$ cat src/rtl/lfsr_range_gen_if.sv
// Request/valid draw port and seed/run controls for the LFSR range generator.
interface lfsr_range_gen_if #(
   parameter int unsigned WIDTH = 16
);
   logic             seed_load;
   logic [WIDTH-1:0] seed;
   logic             run;
   logic             req;
   logic [WIDTH-1:0] lo;
   logic [WIDTH-1:0] hi;
   logic             busy;
   logic             valid;
   logic [WIDTH-1:0] value;
   logic [WIDTH-1:0] state;

   modport master (
      output seed_load, seed, run, req, lo, hi,
      input  busy, valid, value, state
   );

   modport slave (
      input  seed_load, seed, run, req, lo, hi,
      output busy, valid, value, state
   );
endinterface

$ cat src/rtl/lfsr_range_gen.sv
// Fibonacci LFSR with seed load and lockup recovery; draws a value in [lo, hi]
// by rejection sampling, falling back to a halved candidate after MAX_TRIES.
module lfsr_range_gen #(
   parameter int unsigned WIDTH     = 16,
   parameter logic [15:0] SEED      = 16'hACE1,
   parameter int unsigned MAX_TRIES = 8
) (
   input logic             clock,
   input logic             reset_n,
   lfsr_range_gen_if.slave bus
);

   typedef enum logic {StIdle, StDraw} fsm_e;

   // Tap masks: 1-based tap n maps to bit n-1.
   function automatic logic [15:0] tap_mask(input int unsigned w);
      case (w)
         3:       return 16'h0006;
         4:       return 16'h000C;
         5:       return 16'h0014;
         6:       return 16'h0030;
         7:       return 16'h0060;
         8:       return 16'h00B8;
         9:       return 16'h0110;
         10:      return 16'h0240;
         11:      return 16'h0500;
         12:      return 16'h0829;
         13:      return 16'h100D;
         14:      return 16'h2015;
         15:      return 16'h6000;
         default: return 16'hD008;
      endcase
   endfunction

   localparam logic [15:0]      TAPS16 = tap_mask(WIDTH);
   localparam logic [WIDTH-1:0] TAPS   = TAPS16[WIDTH-1:0];
   localparam logic [WIDTH-1:0] SEED_W = SEED[WIDTH-1:0];

   function automatic logic [WIDTH-1:0] lfsr_next(input logic [WIDTH-1:0] s);
      if (s == '0) return {{(WIDTH-1){1'b0}}, 1'b1};
      return {s[WIDTH-2:0], ^(s & TAPS)};
   endfunction

   // Smallest all-ones mask covering span: bit i set when span has any bit >= i.
   function automatic logic [WIDTH-1:0] cover_mask(input logic [WIDTH-1:0] s);
      logic [WIDTH-1:0] m;
      for (int i = 0; i < WIDTH; i++) m[i] = |(s >> i);
      return m;
   endfunction

   fsm_e             fsm_q, fsm_d;
   logic [WIDTH-1:0] state_q, state_d;
   logic [WIDTH-1:0] span_q, span_d;
   logic [WIDTH-1:0] lo_q, lo_d;
   logic [WIDTH-1:0] mask_q, mask_d;
   logic [7:0]       tries_q, tries_d;
   logic [WIDTH-1:0] value_q, value_d;
   logic             valid_q, valid_d;
   logic [WIDTH-1:0] cand;

   always_comb begin
      fsm_d   = fsm_q;
      state_d = state_q;
      span_d  = span_q;
      lo_d    = lo_q;
      mask_d  = mask_q;
      tries_d = tries_q;
      value_d = value_q;
      valid_d = 1'b0;
      cand    = state_q & mask_q;

      if (bus.seed_load) begin
         state_d = bus.seed;
         fsm_d   = StIdle;
      end else if (fsm_q == StDraw) begin
         state_d = lfsr_next(state_q);
         if (cand <= span_q) begin
            value_d = lo_q + cand;
            valid_d = 1'b1;
            fsm_d   = StIdle;
         end else if (32'(tries_q) + 32'd1 == MAX_TRIES) begin
            // cand <= 2*span+1 here, so cand>>1 never exceeds span.
            value_d = lo_q + (cand >> 1);
            valid_d = 1'b1;
            fsm_d   = StIdle;
         end else begin
            tries_d = tries_q + 8'd1;
         end
      end else if (bus.req) begin
         span_d  = (bus.hi >= bus.lo) ? bus.hi - bus.lo : '0;
         lo_d    = bus.lo;
         mask_d  = cover_mask(span_d);
         tries_d = '0;
         fsm_d   = StDraw;
      end else if (bus.run) begin
         state_d = lfsr_next(state_q);
      end
   end

   always_ff @(posedge clock or negedge reset_n) begin
      if (!reset_n) begin
         fsm_q   <= StIdle;
         state_q <= SEED_W;
         span_q  <= '0;
         lo_q    <= '0;
         mask_q  <= '0;
         tries_q <= '0;
         value_q <= '0;
         valid_q <= 1'b0;
      end else begin
         fsm_q   <= fsm_d;
         state_q <= state_d;
         span_q  <= span_d;
         lo_q    <= lo_d;
         mask_q  <= mask_d;
         tries_q <= tries_d;
         value_q <= value_d;
         valid_q <= valid_d;
      end
   end

   assign bus.busy  = (fsm_q == StDraw);
   assign bus.valid = valid_q;
   assign bus.value = value_q;
   assign bus.state = state_q;

endmodule

$ cat src/flat_wrapper.sv
// flat-port wrapper written by rule: the top's interface ports become plain ports
module lfsr_range_gen_flat 
#(
   parameter int unsigned WIDTH     = 16,
   parameter logic [15:0] SEED      = 16'hACE1,
   parameter int unsigned MAX_TRIES = 8
)
  (clock, reset_n, bus_seed_load, bus_seed, bus_run, bus_req, bus_lo, bus_hi, bus_busy, bus_valid, bus_value, bus_state);
  lfsr_range_gen_if #(.WIDTH(WIDTH)) bus_i ();
  input logic clock;
  input logic reset_n;
  input wire logic [$bits(bus_i.seed_load)-1:0] bus_seed_load;
  input wire logic [$bits(bus_i.seed)-1:0] bus_seed;
  input wire logic [$bits(bus_i.run)-1:0] bus_run;
  input wire logic [$bits(bus_i.req)-1:0] bus_req;
  input wire logic [$bits(bus_i.lo)-1:0] bus_lo;
  input wire logic [$bits(bus_i.hi)-1:0] bus_hi;
  output wire logic [$bits(bus_i.busy)-1:0] bus_busy;
  output wire logic [$bits(bus_i.valid)-1:0] bus_valid;
  output wire logic [$bits(bus_i.value)-1:0] bus_value;
  output wire logic [$bits(bus_i.state)-1:0] bus_state;
  assign bus_i.seed_load = bus_seed_load;
  assign bus_i.seed = bus_seed;
  assign bus_i.run = bus_run;
  assign bus_i.req = bus_req;
  assign bus_i.lo = bus_lo;
  assign bus_i.hi = bus_hi;
  assign bus_busy = bus_i.busy;
  assign bus_valid = bus_i.valid;
  assign bus_value = bus_i.value;
  assign bus_state = bus_i.state;
  lfsr_range_gen #(.WIDTH(WIDTH), .SEED(SEED), .MAX_TRIES(MAX_TRIES)) u_core (.clock(clock), .reset_n(reset_n), .bus(bus_i));
endmodule
$ cat config.mk
export PLATFORM = sky130hd
export DESIGN_NAME = lfsr_range_gen_flat
export DESIGN_NICKNAME = d
export VERILOG_FILES = /design/src/rtl/lfsr_range_gen_if.sv /design/src/rtl/lfsr_range_gen.sv /design/src/flat_wrapper.sv
export SDC_FILE = /design/constraint.sdc
export NUM_CORES = 1
export LEC_CHECK = 0
export CAP_MARGIN = 20
export CORE_ASPECT_RATIO = 1.75
export CORE_MARGIN = 5
export CORE_UTILIZATION = 35
export DETAILED_ROUTE_END_ITERATION = 10
export MAX_ROUTING_LAYER = met4
export SLEW_MARGIN = 20
export SYNTH_ARGS = -nofsm -noshare
export SYNTH_HDL_FRONTEND = slang
export SYNTH_SLANG_ARGS = --single-unit
$ cat constraint.sdc
create_clock -name clock -period 6.5 [get_ports clock]
set_input_delay 1.3 -clock clock [delete_from_list [all_inputs] [get_ports clock]]
set_output_delay 1.3 -clock clock [all_outputs]
set_load 0.02 [all_outputs]
==> metrics.cfg, run 1 <==
[critical_path]
worstSetupStartpointType = register
worstPathArrival_ns = 5.05
worstSetupPathType = reg2reg
worstPathRequired_ns = 6.73
crit_chain = nand2_1 -> inv_1 -> ha_1 -> a21oi_1 -> o21ai_0 -> a22o_1 -> o31a_1 -> buf_4 -> nand2_1 -> o21ai_0 -> ha_1 -> fa_1 -> a21o_1 -> a21o_1 -> a2111oi_4 -> nor4_1 -> or4_1 -> a21oi_2 -> xnor2_1 -> mux2_4
cp_max_fo = 33
critPathTopFamily = compound AO/OA/AOI/OAI gates
crit_path_end_kind = register
slowest_delay_ns = 0.57
critPathBufInv = 2
crit_path_top_delay_cell = dfstp_2

[clock_network]
clock-sinks = 89
clk_path_buf_depth = 2
htreeDepth = 3
cts_setup_buffers = 0
cts_tree = done
cts-root-buf = clkbuf_16
cts_buffers = 9
hold_buffers = 0
cts_resized = 0
clock_latency_ns = 0.35
clk_pin_slew_ns = 0.07

[drt]
vias = 5214
routed_via_density = 5.12
wirelength_um = 16900
drt-pass1-iter-count = 5
wl_per_cell_um = 16.6
drtIter0Drc = 198
ant_nets = 0
drc_errors = 0

[job]
cap_violations = 0

[synth]
syn_avg_cell_area_um2 = 8.44
synth_top_area_share_pct = 33.8
synth_area_um2 = 6000
yosys_warnings = 0
syn-num-nets = 815
synth_seq_cells = 89
synth_cells = 711
synthTopCellsByArea = dfrtp_1 (34%), ha_1 (10%), nand2_1 (7.4%), o21ai_0 (6.8%), a21oi_1 (4.5%)
yosysSeqAreaShare_pct = 37.3
synth_edf_count = 0
async_flop_share_pct = 100
synth_cell_types = 65
synth-main-ff-cell = dfrtp_1
synth_top_area_cell = dfrtp_1

[pwr]
p_total_mw = 3.02
p_per_area_nw_per_um2 = 407
vdd_ir_drop_max_mv = 0.137
leakagePower_nw = 3.37

[global_route]
gr-total-overflow = 0
grt_pass1_wl_um = 26900
grt_pass1_vias = 5199
grt_start_max_net_pins = 68
antenna_found_initial = 0
grt_use_total_pct = 18.0

[placement]
routabilityCongestion = 0.931
post-place-cells = 1003
placed_cell_area_um2 = 7070
io_buffers = 86
post-place-ws_ns = 1.66
dp_hpwl_um = 13700

[sta]
maxSlewViolCount = 0
finalHoldViolations = 0
whs_ns = 0.476
setup_viol = 0
fin_crit_ns = 4.83
fmax_mhz = 207
worst_slack_ns = 1.67
fin_skew_ns = 0.00991
setup_tns_ns = 0
rsz0062_at_grt = false
worst_slew_pin_slew_ns = 0.885
fin_crit_sh_pct = 74.3
max_slew_margin_pct = 41.0

[layout]
design_area_um2 = 7430
drive_above_1_share_pct = 6.57
final_util_pct = 43.8
areaGrowthSynthToFinish_pct = 23.8
finalNonFillerCells = 1019
fin_nets = 891
antennaDiodeCount = 0

[floorplanning]
initial_utilization_pct = 35.4
rows = 63
io_pins = 87
die-area_um2 = 20000
die_w_um = 109
core-area_um2 = 16900
dieHeight_um = 183

[status]
status = finished, final reports clean

[worst_hold_path]
hold_path_class = reg2reg

[where the power goes]
part / switching (mW) / internal [mW]
clock: 0.228 / 0.380
sequential: 0.135 / 0.724
combinational: 0.901 / 0.654
total: 1.26 / 1.76
[final timing paths]
kind | endpoint | slack [ns] | startpoint | cells after the start
setup reg to reg | u_core.bus.value[12]$_DFFE_PN0P_ | 1.67 | u_core.bus.state[7]$_DFFE_PN1P_ | 20
min in group asynchronous | u_core.bus.value[10]$_DFFE_PN0P_ | 0.88 | reset_n | 1
setup / recovery | u_core.bus.value[12]$_DFFE_PN0P_ | 1.67 | u_core.bus.state[7]$_DFFE_PN1P_ | 20
hold / removal | u_core.bus.value[7]$_DFFE_PN0P_ | 0.48 | u_core.bus.value[7]$_DFFE_PN0P_ | 2
hold reg to reg | u_core.bus.value[7]$_DFFE_PN0P_ | 0.48 | u_core.bus.value[7]$_DFFE_PN0P_ | 2
max in group asynchronous | u_core.bus.state[4]$_DFFE_PN0P_ | 4.50 | reset_n | 2
[kinds of logic (layout without fill, tap and decap cells)]
kind of cell / count (synthesis) / in the layout / share of synthesized area [%]
adder cells (fa/ha/maj): 51 / 51 / 10.9
AO/OA/AOI/OAI: 211 / 211 / 21.7
AND/OR/NAND/NOR: 225 / 225 / 16.9
flip-flops: 89 / 89 / 37.3
buffers and inverters: 87 / 168 / 5.76
multiplexers: 19 / 19 / 3.29
XOR/XNOR: 29 / 29 / 4.23
[worst register-to-register path, cell delays in order, from the launching register on]
cell and delay [ns]:
dfstp_2 0.57, nand2_1 0.07, inv_1 0.07, ha_1 0.25
a21oi_1 0.14, o21ai_0 0.11, a22o_1 0.24, o31a_1 0.27
buf_4 0.24, nand2_1 0.09, o21ai_0 0.11, ha_1 0.25
fa_1 0.42, a21o_1 0.17, a21o_1 0.22, a2111oi_4 0.40
nor4_1 0.09, or4_1 0.53, a21oi_2 0.16, xnor2_1 0.07
mux2_4 0.25
[sequential cells by signal (all words and copies together) (netlist names)]
name              cells
u_core.bus.busy       1
u_core.bus.state     16
u_core.bus.valid      1
u_core.bus.value     16
u_core.lo_q          16
u_core.mask_q        15
u_core.span_q        16
u_core.tries_q        8
[area by class of cell]
cell class                 instances  area, um2
multi-input combinational        535       3430
inverter                          61        229
timing repair buffer              91        896
tap                              227        284
clock buffer                       9        225
sequential                        89       2240
fill                            1706       9520
clock inverter                     7        125
[layer usage]
metal | share of wire [%] | track usage [%]
met5 | 0 | -
met4 | 5.5 | 10.9
met3 | 3.1 | 1.80
met2 | 53 | 31.9
met1 | 38 | 18.9
[Yosys cell counts, types with 3 or more instances]
library cell  number
nand2_1          118
o21ai_0           82
dfrtp_1           81
inv_1             61
a21oi_1           54
ha_1              49
nor2_1            44
xnor2_1           20
clkbuf_1          17
mux2i_1           16
a21o_1            13
o31ai_1           13
nand3_1           10
a31oi_1            9
xor2_1             9
dfstp_2            8
nand4_1            8
nand2b_1           7
nor3_1             7
nor4_1             6
o21a_1             6
or2_2              5
and2_1             4
buf_1              4
o22ai_1            4
o41ai_1            4
buf_2              3
nor2b_1            3
[cells in the final DEF, fill, tap and decap left out, drive strengths merged, types with 4 or more instances in the layout]
| cell type | netlist | layout |
|---|---|---|
| nand2 | 118 | 118 |
| clkdlybuf4s50 | 0 | 85 |
| o21ai | 84 | 84 |
| dfrtp | 81 | 81 |
| inv | 61 | 63 |
| a21oi | 56 | 56 |
| ha | 49 | 49 |
| nor2 | 44 | 44 |
| xnor2 | 20 | 20 |
| mux2i | 16 | 16 |
| o31ai | 14 | 14 |
| a21o | 13 | 13 |
| nand3 | 10 | 10 |
| a31oi | 9 | 9 |
| xor2 | 9 | 9 |
| clkbuf | 17 | 9 |
| nand4 | 8 | 8 |
| dfstp | 8 | 8 |
| nor3 | 8 | 8 |
| nand2b | 7 | 7 |
| nor4 | 6 | 6 |
| o21a | 6 | 6 |
| buf | 9 | 6 |
| or2 | 6 | 6 |
| and2 | 4 | 4 |
| o41ai | 4 | 4 |
| o22ai | 4 | 4 |
Note: power is estimated with default switching activity, not from simulation.
==> run 2: changes to the inputs <==
==> constraint.sdc (replaced) <==
create_clock -name clock -period 4.05 [get_ports clock]
set_input_delay 0.81 -clock clock [delete_from_list [all_inputs] [get_ports clock]]
set_output_delay 0.81 -clock clock [all_outputs]
set_load 0.02 [all_outputs]
==> metrics.cfg, run 2 (same netlist as run 1, synthesis figures left out) <==
[floorplanning]
rows = 63
dieHeight_um = 183
die-area_um2 = 20000
io_pins = 87
die_w_um = 109
core-area_um2 = 16900
initial_utilization_pct = 35.4

[critical_path]
worstSetupPathType = reg2reg
crit_chain = nand2_1 -> inv_1 -> ha_4 -> nand3_2 -> nor3_1 -> a22o_1 -> o31a_1 -> nand2_1 -> o21ai_1 -> ha_2 -> fa_2 -> a21o_1 -> a21o_1 -> a2111oi_4 -> nor4_1 -> or4_1 -> a21oi_2 -> xnor2_1 -> mux2_4
crit_path_top_delay_cell = dfstp_2
cp_max_fo = 5
r2r_start = u_core.bus.state[13]$_DFFE_PN1P_
worstSetupStartpointType = register
crit_path_end_kind = register
slowest_delay_ns = 0.55
r2r-end = u_core.bus.value[12]$_DFFE_PN0P_
r2r_cells = 19
worstPathRequired_ns = 4.28
rrSetupSlack_ns = -0.20
worstPathArrival_ns = 4.48

[layout]
antennaDiodeCount = 0
seq_area_um2 = 2240
final_cell_mix = nand2_1 (108), buf_4 (99), clkdlybuf4s50_1 (85)
fin_nets = 987
multi_input_area_um2 = 3680
design_area_um2 = 8410
final_common_cell = nand2_1
fill_cells = 1627
areaGrowthSynthToFinish_pct = 40.2
drive_above_1_share_pct = 22.0

[drt]
wirelength_um = 18300
drc_errors = 0
wl_per_cell_um = 16.4
drt-pass1-iter-count = 4
routed_via_density = 4.99
vias = 5563
ant_nets = 0
drtIter0Drc = 211

[sta]
worst_slack_ns = -0.200
max_slew_margin_pct = 37.5
rsz0062_at_grt = true
whs_ns = 0.477
fmax_mhz = 235
maxSlewViolCount = 0
fin_crit_sh_pct = 105
fin_crit_ns = 4.25
worst_slew_pin_slew_ns = 0.937
setup_viol = 1
finalHoldViolations = 0
fin_skew_ns = 0.00820

[global_route]
antenna_found_initial = 0
grt_pass1_wl_um = 28400
grt_start_max_net_pins = 72
grt_use_total_pct = 19.0
met3_usage_pct = 2.36
met2_usage_pct = 34.5
grt_busiest_layer = met2
gr-total-overflow = 0
met1_usage_pct = 20.1
grt_pass1_vias = 5574

[pwr]
vdd_ir_drop_max_mv = 0.328
leakagePower_nw = 3.86
p_per_area_nw_per_um2 = 692

[clock_network]
htreeDepth = 3
clk_pin_slew_ns = 0.07
hold_buffers = 0
cts-root-buf = clkbuf_16
clock_latency_ns = 0.35
clk_path_buf_depth = 2
clock-sinks = 89
cts_tree = done
cts_buffers = 9

[placement]
routabilityCongestion = 0.885
dp_hpwl_um = 14800
placed_cell_area_um2 = 7770
io_buffers = 86

[worst_hold_path]
hp-start = u_core.bus.value[4]$_DFFE_PN0P_
holdPathEnd = u_core.bus.value[4]$_DFFE_PN0P_
hold_path_class = reg2reg
holdPathStages = 2

[status]
status = finished with violations
violations = setup timing

[job]
cap_violations = 0

run 2: cell types whose count changed in the layout (fill, tap and decap cells not counted), sizes merged:
cell and delta:
buf +96
run 2: layout make-up:
class | count | area share (%)
multi-input combinational | 535 | 43.8
timing repair buffer | 187 | 19.4
clock buffer | 9 | 2.68
sequential | 89 | 26.6
inverter | 61 | 2.72
clock inverter | 7 | 1.49
tap | 227 | 3.38
run 2: worst max-delay path, delay by kind of cell (launching register included):
kind                     cells  cell delay (ns)
XOR/XNOR                     1             0.07
AND/OR/NAND/NOR              6             0.89
multiplexers                 1             0.25
adder cells (fa/ha/maj)      3             0.75
flip-flops                   1             0.55
AO/OA/AOI/OAI                7             1.50
buffers and inverters        1             0.11
run 2: per-layer routing:
| layer | vias up | share of wire [%] |
|---|---|---|
| li1 | 2829 | - |
| met1 | 2596 | 38 |
| met2 | 105 | 56 |
| met3 | 33 | 2.7 |
| met4 | 0 | 3.4 |
| met5 | - | 0 |
run 2: worst max-delay path by stage:
stage / startpoint / to / slack, ns / cells past startpoint
floorplan: u_core.bus.state[7]$_DFFE_PN1P_ / u_core.bus.value[12]$_DFFE_PN0P_ / -0.32 / 21
global placement: u_core.bus.state[14]$_DFFE_PN0P_ / u_core.bus.value[12]$_DFFE_PN0P_ / -0.25 / 18
detailed placement: u_core.bus.state[14]$_DFFE_PN0P_ / u_core.bus.value[12]$_DFFE_PN0P_ / -0.29 / 18
CTS: u_core.bus.state[7]$_DFFE_PN1P_ / u_core.bus.value[12]$_DFFE_PN0P_ / -0.28 / 19
global route: u_core.bus.state[14]$_DFFE_PN0P_ / u_core.bus.value[12]$_DFFE_PN0P_ / -0.42 / 18
finish: u_core.bus.state[13]$_DFFE_PN1P_ / u_core.bus.value[12]$_DFFE_PN0P_ / -0.20 / 19
run 2: stage by stage:
stage	setup TNS [ns]	setup WS [ns]	total power [mW]	instances	utilization [%]
after detailed placement	-0.724	-0.286	4.46	1096	45.9
after global placement	-0.683	-0.245	4.44	1096	45.9
final	-0.200	-0.200	5.82	1115	49.6
after global routing	-0.806	-0.418	6.22	1115	49.6
after floorplan	-0.319	-0.319	3.09	711	-
after CTS	-0.324	-0.281	5.49	1112	48.0
run 2: repair_timing:
item / CTS / global route
setup endpoints to repair: 5 / 9
resized for setup: 9 / 62
pin swaps: 0 / 21
setup buffers: 0 / 3
run 2: power by group:
part / leakage [nW] / internal, mW / total, mW / switching [mW]
Clock: 0.171 / 0.610 / 0.987 / 0.377
Combinational: 2.59 / 1.69 / 3.50 / 1.80
Sequential: 1.10 / 1.16 / 1.34 / 0.175
==> run 3: changes to the inputs <==
--- a/config.mk
+++ b/config.mk
@@ -11,7 +11,7 @@
 export CORE_UTILIZATION = 35
 export DETAILED_ROUTE_END_ITERATION = 10
 export MAX_ROUTING_LAYER = met4
-export SLEW_MARGIN = 20
+export RECOVER_POWER = 100
 export SYNTH_ARGS = -nofsm -noshare
 export SYNTH_HDL_FRONTEND = slang
 export SYNTH_SLANG_ARGS = --single-unit
==> metrics.cfg, run 3 (same netlist as run 1, synthesis figures left out) <==
[status]
status = finished with violations
violations = capacitance limit, slew limit, setup timing

[sta]
fmax_mhz = 235
setup_viol = 1
worst_slack_ns = -0.197
fin_crit_ns = 4.25
rsz0062_at_grt = true
max_slew_margin_pct = -21.1
fin_skew_ns = 0.00829
setup_tns_ns = -0.197
worst_slew_pin_slew_ns = 1.82
maxSlewViolCount = 72
fin_crit_sh_pct = 105
finalHoldViolations = 0
whs_ns = 0.473

[clock_network]
htreeDepth = 3
clk_pin_slew_ns = 0.07
cts_tree = done
cts_buffers = 9
hold_buffers = 0
clk_path_buf_depth = 2
clock-sinks = 89
cts-root-buf = clkbuf_16
clock_latency_ns = 0.35

[critical_path]
r2r_cells = 19
worstPathRequired_ns = 4.28
crit_path_top_delay_cell = dfstp_2
crit_path_end_kind = register
worstSetupStartpointType = register
worstSetupPathType = reg2reg
crit_chain = nand2_1 -> inv_1 -> ha_4 -> nand3_2 -> nor3_1 -> a22o_1 -> o31a_1 -> nand2_1 -> o21ai_1 -> ha_2 -> fa_2 -> a21o_1 -> a21o_1 -> a2111oi_4 -> nor4_1 -> or4_1 -> a21oi_2 -> xnor2_1 -> mux2_4
worstPathArrival_ns = 4.47
slowest_delay_ns = 0.54
cp_max_fo = 5

[placement]
dp_hpwl_um = 14800
io_buffers = 86
post-place-ws_ns = -0.286
routabilityCongestion = 0.885

[pwr]
p_per_area_nw_per_um2 = 688
p_total_mw = 5.76
vdd_ir_drop_max_mv = 0.327
leakagePower_nw = 3.87

[floorplanning]
core-area_um2 = 16900
die-area_um2 = 20000
io_pins = 87
die_w_um = 109
dieHeight_um = 183
initial_utilization_pct = 35.4
rows = 63

[layout]
seq_area_um2 = 2240
multi_input_area_um2 = 3680
antennaDiodeCount = 0
final_cell_mix = nand2_1 (108), buf_4 (92), dfrtp_1 (81)
fin_nets = 987
final_common_cell = nand2_1
drive_above_1_share_pct = 21.2
fill_cells = 1633
areaGrowthSynthToFinish_pct = 39.7

[drt]
drc_errors = 0
drt-pass1-iter-count = 4
ant_nets = 0
vias = 5564
wl_per_cell_um = 16.4
drtIter0Drc = 189
routed_via_density = 4.99
wirelength_um = 18300

[global_route]
grt_pass1_vias = 5574
antenna_found_initial = 0
grt_use_total_pct = 19.0
grt_start_max_net_pins = 72
grt_pass1_wl_um = 28400
gr-total-overflow = 0

[worst_hold_path]
holdPathStages = 2
hold_path_class = reg2reg

[job]
cap_violations = 1

==> run 3: cell count changes in the layout (fill, tap and decap cells not counted), sizes merged <==
cell / change
clkdlybuf4s50: -35
dlygate4sd3: +35
buf: -7
clkbuf: +7
==> run 3: path summary, 6_finish.rpt <==
check	startpoint	end	slack [ns]
worst min register to register	u_core.bus.value[4]$_DFFE_PN0P_	u_core.bus.value[4]$_DFFE_PN0P_	0.47
worst max-delay path	u_core.bus.state[13]$_DFFE_PN1P_	u_core.bus.value[12]$_DFFE_PN0P_	-0.20
max in group asynchronous	reset_n	u_core.tries_q[6]$_DFFE_PN0P_	1.79
min in group asynchronous	reset_n	u_core.lo_q[13]$_DFFE_PN0P_	0.93
worst max register to register	u_core.bus.state[13]$_DFFE_PN1P_	u_core.bus.value[12]$_DFFE_PN0P_	-0.20
worst min-delay path	u_core.bus.value[4]$_DFFE_PN0P_	u_core.bus.value[4]$_DFFE_PN0P_	0.47
==> run 3: final cells by class <==
class / instances / share of cell area, %
Multi-Input combinational cell: 535 / 43.9
Timing Repair Buffer: 187 / 19.1
Inverter: 61 / 2.73
Sequential cell: 89 / 26.7
Clock buffer: 9 / 2.69
Clock inverter: 7 / 1.49
Tap cell: 227 / 3.39
==> run 3: report_power, final <==
| group | internal (mW) | switching, mW |
|---|---|---|
| logic | 1.65 | 1.80 |
| clock network | 0.610 | 0.376 |
| registers | 1.16 | 0.172 |
| total | 3.42 | 2.35 |
==> run 3: routing by layer <==
| metal | global-route usage, % | part of all wire, % | vias to the layer above |
|---|---|---|---|
| met5 | - | 0 | - |
| met3 | 2.36 | 3.1 | 38 |
| met2 | 34.5 | 55 | 109 |
| met4 | 8.59 | 3.8 | 0 |
| met1 | 20.1 | 38 | 2590 |
| li1 | - | - | 2827 |
==> run 3: critical path: cells and delay by family (launching register included) <==
family	cells	cell delay, ns
AO/OA/AOI/OAI	7	1.50
adder cells (fa/ha/maj)	3	0.76
XOR/XNOR	1	0.07
flip-flops	1	0.54
multiplexers	1	0.25
AND/OR/NAND/NOR	6	0.89
buffers and inverters	1	0.11
==> run 3: through the flow <==
step | utilization, % | cells | cell area [um2]
after floorplan | - | 711 | 6020
after global placement | 45.9 | 1096 | 7770
after detailed placement | 45.9 | 1096 | 7770
after CTS | 48.0 | 1112 | 8140
after global routing | 49.5 | 1115 | 8380
final | 49.5 | 1115 | 8380
==> run 3: repair_timing <==
item / in CTS / in global routing
endpoints found under the setup margin: 5 / 9
setup buffers: 0 / 3
pin swaps: 0 / 21
gates resized for setup: 9 / 62
